### config.mk
export PLATFORM = sky130hd
export DESIGN_NAME = mul_mac_pipe
export DESIGN_NICKNAME = d
export VERILOG_FILES = /design/src/rtl/mul_mac_pipe.sv
export SDC_FILE = /design/constraint.sdc
export NUM_CORES = 1
export LEC_CHECK = 0
export CAP_MARGIN = 10
export CORE_MARGIN = 4
export CORE_UTILIZATION = 53
export DETAILED_ROUTE_END_ITERATION = 10
export DONT_BUFFER_PORTS = 1
export PLACE_DENSITY = 0.68
export SLEW_MARGIN = 20
export SYNTH_ARGS = -nofsm -noshare
export SYNTH_HDL_FRONTEND = slang
export SYNTH_SLANG_ARGS = --single-unit
### constraint.sdc
create_clock -name clk -period 10.5 [get_ports clk]
set_clock_uncertainty 0.15 [all_clocks]
set_input_delay 1.575 -clock clk [delete_from_list [all_inputs] [get_ports clk]]
set_output_delay 1.575 -clock clk [all_outputs]
set_load 0.02 [all_outputs]
### src/rtl/mul_mac_pipe.sv
// Two-stage pipelined multiply-accumulate unit with NUM_MR guarded accumulators,
// saturation, MR clear and a sticky overflow flag.
module mul_mac_pipe #(
  parameter int unsigned RF_DATASIZE = 16,
  parameter int unsigned NUM_MR      = 2,
  parameter int unsigned MR_GUARD    = 8,
  parameter int unsigned MRSEL_W     = (NUM_MR > 1) ? $clog2(NUM_MR) : 1
) (
  input  logic                   clk,
  input  logic                   rst,
  input  logic [RF_DATASIZE-1:0] xb_cu_rx,
  input  logic [RF_DATASIZE-1:0] xb_cu_ry,
  input  logic                   ps_mul_en,
  input  logic                   ps_mul_otreg,
  input  logic [3:0]             ps_mul_dtsts,
  input  logic [1:0]             ps_mul_cls,
  input  logic [MRSEL_W-1:0]     ps_mul_mrsel,
  input  logic                   ps_mul_clr,
  input  logic                   ps_mul_mos_clr,
  output logic [RF_DATASIZE-1:0] mul_xb_rn,
  output logic                   mul_xb_valid,
  output logic                   mul_ps_ov,
  output logic                   mul_ps_mn,
  output logic                   mul_ps_mos
);

  localparam int unsigned N = RF_DATASIZE;
  localparam int unsigned W = 2 * N + MR_GUARD;

  localparam logic [W-1:0] RoundBit = W'(1) << (N - 1);
  localparam logic [W-1:0] IntMask  = {{(W - N){1'b0}}, {N{1'b1}}};
  localparam logic [W-1:0] FracMask = {{(W - 2 * N){1'b0}}, {(2 * N){1'b1}}};

  // Stage 1 registers
  logic [N-1:0]       rx_q, ry_q;
  logic [3:0]         dtsts_q;
  logic [1:0]         cls_q;
  logic               otreg_q, clr_q, v1_q;
  logic [MRSEL_W-1:0] mrsel_q;

  // Stage 2 registers; sts2_q = {ry signed, rx signed, fractional}
  logic [W-1:0]       prod_d, prod_q;
  logic [2:0]         sts2_q;
  logic [1:0]         cls2_q;
  logic               otreg2_q, clr2_q, v2_q;
  logic [MRSEL_W-1:0] mrsel2_q;

  // Stage 3 state
  logic [W-1:0] mr_q [NUM_MR];
  logic [N-1:0] rn_q;
  logic         valid_q, ov_q, mn_q, mos_q;

  logic [W-1:0] opx, opy;
  logic [W-1:0] mr_cur, lim_mask, sat_d, result_d;
  logic         frac, mr_sgn, any_sgn, ov_d, mn_d;

  // True when v lies outside the representable range for the given mode.
  function automatic logic range_ov(logic [W-1:0] v, logic sgn, logic frc);
    if (sgn && frc)  return !((&v[W-1:2*N-1]) || !(|v[W-1:2*N-1]));
    else if (sgn)    return !((&v[W-1:N-1]) || !(|v[W-1:N-1]));
    else if (frc)    return |v[W-1:2*N];
    else             return |v[W-1:N];
  endfunction

  always_ff @(posedge clk) begin
    if (rst) begin
      v1_q    <= 1'b0;
      rx_q    <= '0;
      ry_q    <= '0;
      dtsts_q <= '0;
      cls_q   <= '0;
      otreg_q <= 1'b0;
      clr_q   <= 1'b0;
      mrsel_q <= '0;
    end else begin
      v1_q <= ps_mul_en;
      if (ps_mul_en) begin
        rx_q    <= xb_cu_rx;
        ry_q    <= xb_cu_ry;
        dtsts_q <= ps_mul_dtsts;
        cls_q   <= ps_mul_cls;
        otreg_q <= ps_mul_otreg;
        clr_q   <= ps_mul_clr;
        mrsel_q <= ps_mul_mrsel;
      end
    end
  end

  // Operands extended straight to W bits so mixed-sign products keep their sign.
  always_comb begin
    opx    = {{(W - N){dtsts_q[2] & rx_q[N-1]}}, rx_q};
    opy    = {{(W - N){dtsts_q[3] & ry_q[N-1]}}, ry_q};
    prod_d = opx * opy;
    if (dtsts_q[1] && dtsts_q[2] && dtsts_q[3]) prod_d = prod_d << 1;
    if (dtsts_q[1] && dtsts_q[0])               prod_d = prod_d + RoundBit;
  end

  always_ff @(posedge clk) begin
    if (rst) begin
      v2_q     <= 1'b0;
      prod_q   <= '0;
      sts2_q   <= '0;
      cls2_q   <= '0;
      otreg2_q <= 1'b0;
      clr2_q   <= 1'b0;
      mrsel2_q <= '0;
    end else begin
      v2_q <= v1_q;
      if (v1_q) begin
        prod_q   <= prod_d;
        sts2_q   <= dtsts_q[3:1];
        cls2_q   <= cls_q;
        otreg2_q <= otreg_q;
        clr2_q   <= clr_q;
        mrsel2_q <= mrsel_q;
      end
    end
  end

  always_comb begin
    mr_cur   = mr_q[mrsel2_q];
    frac     = sts2_q[0];
    mr_sgn   = sts2_q[1];
    any_sgn  = sts2_q[2] | sts2_q[1];
    lim_mask = frac ? FracMask : IntMask;
    if (!range_ov(mr_cur, mr_sgn, frac)) sat_d = mr_cur;
    else if (mr_sgn)                     sat_d = mr_cur[W-1] ? ~(lim_mask >> 1) : (lim_mask >> 1);
    else                                 sat_d = lim_mask;
    result_d = '0;
    if (!clr2_q) begin
      unique case (cls2_q)
        2'b00:   result_d = sat_d;
        2'b01:   result_d = prod_q;
        2'b10:   result_d = mr_cur + prod_q;
        default: result_d = mr_cur - prod_q;
      endcase
    end
    ov_d = !clr2_q && (cls2_q != 2'b00) && range_ov(result_d, any_sgn, frac);
    mn_d = !clr2_q && any_sgn && result_d[W-1];
  end

  always_ff @(posedge clk) begin
    if (rst) begin
      for (int unsigned i = 0; i < NUM_MR; i++) mr_q[i] <= '0;
      rn_q    <= '0;
      valid_q <= 1'b0;
      ov_q    <= 1'b0;
      mn_q    <= 1'b0;
      mos_q   <= 1'b0;
    end else begin
      valid_q <= v2_q;
      if (v2_q) begin
        rn_q <= frac ? result_d[2*N-1:N] : result_d[N-1:0];
        ov_q <= ov_d;
        mn_q <= mn_d;
        if (otreg2_q || clr2_q) mr_q[mrsel2_q] <= result_d;
      end
      // A new overflow beats a simultaneous clear.
      if (v2_q && ov_d)        mos_q <= 1'b1;
      else if (ps_mul_mos_clr) mos_q <= 1'b0;
    end
  end

  assign mul_xb_rn    = rn_q;
  assign mul_xb_valid = valid_q;
  assign mul_ps_ov    = ov_q;
  assign mul_ps_mn    = mn_q;
  assign mul_ps_mos   = mos_q;

endmodule

Yosys cells after proc, flatten, opt, wreduce, memory -nomap -nowiden
Memories as Yosys holds them, arrays and structs flattened. A register that Yosys moved wholly into a read port is not among the register bits.
Index checks and enable logic that the tools add are counted.

storage, ports and cells
  memories = 1
  bits in latches = 0
  ROM bits = 0
  bits in registers = 111
  input bits = 45
  memory bits (writable) = 80
  logic and storage cells = 99

cells by class
  bitwise logic cells = 4
  reductions and logical operators = 40
  order comparisons = 0
  equal/unequal tests = 2
  $add $sub $neg = 3
  multiplexer cells = 28
  multiply operators = 1
  shifts and indexed selects = 0
  divide/modulo/power cells = 0

memories
  memory  depth  bits a word  rd ports  clocked after Yosys merged registers in  write ports  RTL line  source
  mr_q    2      40           1         1                                        2            49        logic [W-1:0] mr_q [NUM_MR];

operators by type and width
  cell                                                              count
  40-bit two-way mux                                                6
  40-bit case mux with 3 select lines                               1
  25-bit AND reduction                                              2
  25-bit OR reduction                                               2
  24-bit OR reduction                                               2
  40-bit by 16-bit adder with 40-bit output, second input constant  1
  40-bit adder                                                      1
  31-bit NOT with 40-bit output                                     1
  40-bit OR reduction                                               1
  40-bit subtractor                                                 1
  17-bit by 17-bit multiplier with 34-bit output                    1
  34-bit two-way mux                                                1
  32-bit two-way mux                                                1
  1-bit two-way mux                                                 18
  9-bit AND reduction                                               2
  9-bit OR reduction                                                2
  16-bit two-way mux                                                1
  8-bit OR reduction                                                2
  1-bit logical AND                                                 10
  1-bit logical NOT                                                 9
  1-bit logical OR                                                  5
  2-bit nonzero test                                                2
  1-bit AND                                                         2
  2-bit by 1-bit == test with 1-bit output, second input constant   1
  3 further kinds                                                   3

Logic depth before layout (Yosys ltp)
  depth in word-level cells = 18
  depth in mapped cells = 31
  depth with buffers taken out = 30

Least setup slack after synthesis
Ideal clock, no wire load.

  path kind = reg2reg
  start point = register ry_q[8]
  end point = register prod_q[33]
  library setup time = 0.086 ns
  required time = 10.264 ns
  path slack = 3.098 ns
  arrival time = 7.166 ns
  stages on the path, launching flop included = 28
  buffers on the path = 2
  cell sequence = dfxtp_1 -> clkbuf_1 -> clkbuf_1 -> nand2_1 -> fa_1 -> inv_1 -> fa_1 -> fa_1 -> fa_1 -> inv_1 -> fa_1 -> fa_1 -> inv_1 -> ha_1 -> a21oi_1 -> o211ai_1 -> a21o_1 -> o21ai_0 -> nand3_1 -> o21ai_0 -> ha_1 -> nand3_1 -> a2111oi_2 -> o211ai_1 -> nor3_1 -> nand4_1 -> xnor2_1 -> a211oi_1

between the ends
  word-level cells in the longest chain between the ends = 4

ends and longest elaborated chain
  item                                              RTL line  source
  start, declared                                   35        logic [N-1:0] rx_q, ry_q;
  start signal, assigned                            79        ry_q <= xb_cu_ry;
  17-bit by 17-bit multiplier with 34-bit output *  93        prod_d = opx * opy;
  34-bit two-way mux *                              94        if (dtsts_q[1] && dtsts_q[2] && dtsts_q[3]) prod_d = prod_d << 1;
  40-bit by 16-bit adder with 40-bit output         95        if (dtsts_q[1] && dtsts_q[0]) prod_d = prod_d + RoundBit;
  40-bit two-way mux *                              95
  end signal, assigned                              110       prod_q <= prod_d;
  end, declared                                     42        logic [W-1:0] prod_d, prod_q;

Mark *: on every way between the ends. The rest lies on a longest branch, timed or not.
A chain may end at the register's enable or synchronous reset.

Worst setup path after layout
  start point = register ry_q[15]
  end point = register prod_q[32]

between the ends
  word-level cells in the longest chain between the ends = 5

ends and longest elaborated chain
  item                                              RTL line  source
  1-bit AND                                         92        opy = {{(W - N){dtsts_q[3] & ry_q[N-1]}}, ry_q};
  17-bit by 17-bit multiplier with 34-bit output *  93
  34-bit two-way mux *                              94
  40-bit by 16-bit adder with 40-bit output         95
  40-bit two-way mux *                              95

Marked as above.

==> impl_metrics.json <==
{
  "status": "completed",
  "rows": 77,
  "tns_ns": 0,
  "synth-edff-count": 80,
  "fin_cells": 3262,
  "yosysTopAreaCellShare_pct": 24.7,
  "slew_headroom_pct": 26.7,
  "fin_hold_ws_ns": 0.345,
  "die_area_um2": 48900,
  "path_clk_slew_ns": 0.08,
  "vias_per_cell": 5.90,
  "clock_path_buffers": 2,
  "cts_tree": "yes",
  "cp_max_fo": 19,
  "dieHeight_um": 221,
  "synth_nets": 3230,
  "vdd_drop_max_mv": 0.117,
  "cts_buffers": 17,
  "period_share_pct": 80.7,
  "place_congestion": 0.925,
  "overflow": 0,
  "grt_pass1_wl_mm": 107,
  "worstSetupPathType": "reg2reg",
  "wl_met2_mm": 31.8,
  "fmax_ghz": 0.118,
  "drv_slew": 0,
  "yosysSeqAreaShare_pct": 19.3,
  "antenna_found_initial": 1,
  "portBuffers": 0,
  "rsz0062_at_grt": "no",
  "cp_data_required_time_ns": 10.75,
  "leakagePower_nw": 11.2,
  "synth_ff_type": "dfxtp_1",
  "async_flop_share_pct": 0,
  "end_kind": "register",
  "ios": 65,
  "ys_ff_latch": 192,
  "yosysTopAreaCell": "fa_1",
  "postSynthCellCount": 2762,
  "hold_viol_final": 0,
  "maxCapViolations": 0,
  "wl_per_cell_um": 20.5,
  "areaGrowthSynthToFinish_pct": 4.09,
  "cts_setup_buffers": 0,
  "utilization_pct": 56.2,
  "insertedDiodeCount": 0,
  "dp.cells": 3230,
  "wl_met1_mm": 29.4,
  "dr.pass1.iters": 8,
  "cts.sinks": 192,
  "setup_violations": 0,
  "fin_crit_ns": 8.47,
  "grt_max_degree": 110,
  "drc_errors": 0,
  "die_width_um": 221,
  "total_power_w": 0.00260,
  "hold_buffers": 0,
  "core_region_area_um2": 44600,
  "initial_utilization_pct": 54.0,
  "vias": 19300,
  "wl_met3_mm": 3.76,
  "postCtsResizedCells": 0,
  "hpwl_mm": 52.4,
  "avgSynthCellArea_um2": 8.72,
  "worstMarginPinSlew_ns": 1.10,
  "insertion_delay_ns": 0.50,
  "synthTopCellsByArea": "fa_1, edfxtp_1, dfxtp_1",
  "drt_wl_total_mm": 67.0,
  "top_layer": "met5",
  "grt_usage_pct": 27.3,
  "first_iter_violations": 1655,
  "nNetsFinal": 3125,
  "min_path_type": "reg2reg",
  "worst_setup_path_start_kind": "register",
  "cts-root-buf": "clkbuf_16",
  "fillers": 3999,
  "critPathArrivalTime_ns": 8.72,
  "drive_gt1_share_pct": 5.36,
  "ys_types": 87,
  "ys.warnings.count": 0,
  "synth_area_um2": 24100,
  "postRouteAntennaNets": 0,
  "power_density_nw_per_um2": 104,
  "grt_pass1_vias": 19500,
  "cts_max_level": 4
}
## metrics by stage
step | cell area [µm²] | worst slack [ns]
6_report | 25100 | 2.03
5_1_grt | 25100 | 1.52
4_1_cts | 25100 | 2.03
3_5_place_dp | 24400 | 2.09
3_3_place_gp | 24400 | 2.17
2_1_floorplan | 24100 | 3.10
## cells in the mapped netlist (all sizes together), types with 69 or more instances
cell    count
inv       324
nor2      301
fa        297
nand2     276
and2      132
ha        126
clkbuf    124
dfxtp     112
o21ai     103
a21oi      96
edfxtp     80
xnor2      71
mux2i      69
## cells in the final DEF (no fill, tap or decap), types with 8 or more instances in the layout
cell type / n
inv_1: 324
nor2_1: 301
fa_1: 297
nand2_1: 276
and2_1: 132
ha_1: 126
dfxtp_1: 110
o21ai_0: 99
a21oi_1: 96
edfxtp_1: 80
xnor2_1: 71
mux2i_1: 69
mux2_2: 44
a211oi_1: 38
nand3_1: 37
a21o_1: 37
nor3_1: 36
xor2_1: 35
o211ai_1: 31
nand4_1: 24
nor2b_1: 23
or3_1: 22
nand2b_1: 21
o21a_1: 20
buf_4: 20
and3_1: 19
nor4_1: 19
clkbuf_16: 19
or2_2: 18
a31oi_1: 16
a311oi_1: 14
o31ai_1: 12
a211o_1: 11
or4_1: 9
o211a_1: 8
## cell families (layout without fill, tap and decap cells)
family	Yosys count	count (layout)	share of synthesized area (%)
buffers and inverters	471	379	7.42
AOI/OAI and AO/OA	487	487	14.1
and+or+nand+nor	970	970	19.2
adders and majority gates	423	423	31.2
xor gates and xnor gates	106	106	3.86
DFF	192	192	19.3
muxes	113	113	4.93
## critical path, cell delays in order (launching register included)
cell and delay [ns]:
dfxtp_1 0.78, nand2_1 0.59, or2_2 0.47, fa_1 0.46, fa_1 0.49, inv_1 0.05
fa_1 0.39, fa_1 0.54, fa_1 0.50, inv_1 0.05, fa_1 0.47, inv_1 0.04
ha_1 0.37, a21o_1 0.25, a211o_1 0.27, o21ba_2 0.22, xnor2_1 0.17, nor4_1 0.63
o2111ai_1 0.41, nor3_2 0.42, nand3_1 0.17, xor2_1 0.16, nor2_1 0.06, o32ai_1 0.25
## state kept, by name, summed over array words and instances, names as in the netlist, 2 cells and up, named ones only
register / cells
cls2_q: 2
mul_xb_rn: 16
ry_q: 16
prod_q: 40
rx_q: 16
dtsts_q: 4
mr_q: 80
sts2_q: 3
cls_q: 2
## report_power, final
part | total, W | internal, W | switching, W | leakage (nW)
Sequential | 0.000884 | 0.000811 | 0.0000738 | 1.74
Combinational | 0.000991 | 0.000392 | 0.000599 | 9.18
Clock | 0.000726 | 0.000403 | 0.000323 | 0.317
Total | 0.00260 | 0.00161 | 0.000996 | 11.2
## layout make-up
cell class	instances	area [µm²]	area share, %
clock buffers	24	526	2.10
clock inverters	8	113	0.449
inverters	327	1230	4.90
multi-input cells	2099	17700	70.5
flip-flops and latches	192	4650	18.5
well taps	592	741	2.95
repair buffers	20	150	0.599
## layer usage
layer,global-route usage (%),vias up
met1,36.6,9464
li1,-,9044
met3,4.06,101
met4,9.08,2
met5,0,-
met2,45.6,651
## worst paths after layout
kind            start          to  slack (ns)  depth (start not counted)
max          ry_q[15]  prod_q[32]        2.03                         23
min          otreg2_q    otreg2_q        0.35                          2
max reg2reg  ry_q[15]  prod_q[32]        2.03                         23
min reg2reg  otreg2_q    otreg2_q        0.35                          2
Power figures use the tool's default switching activity.
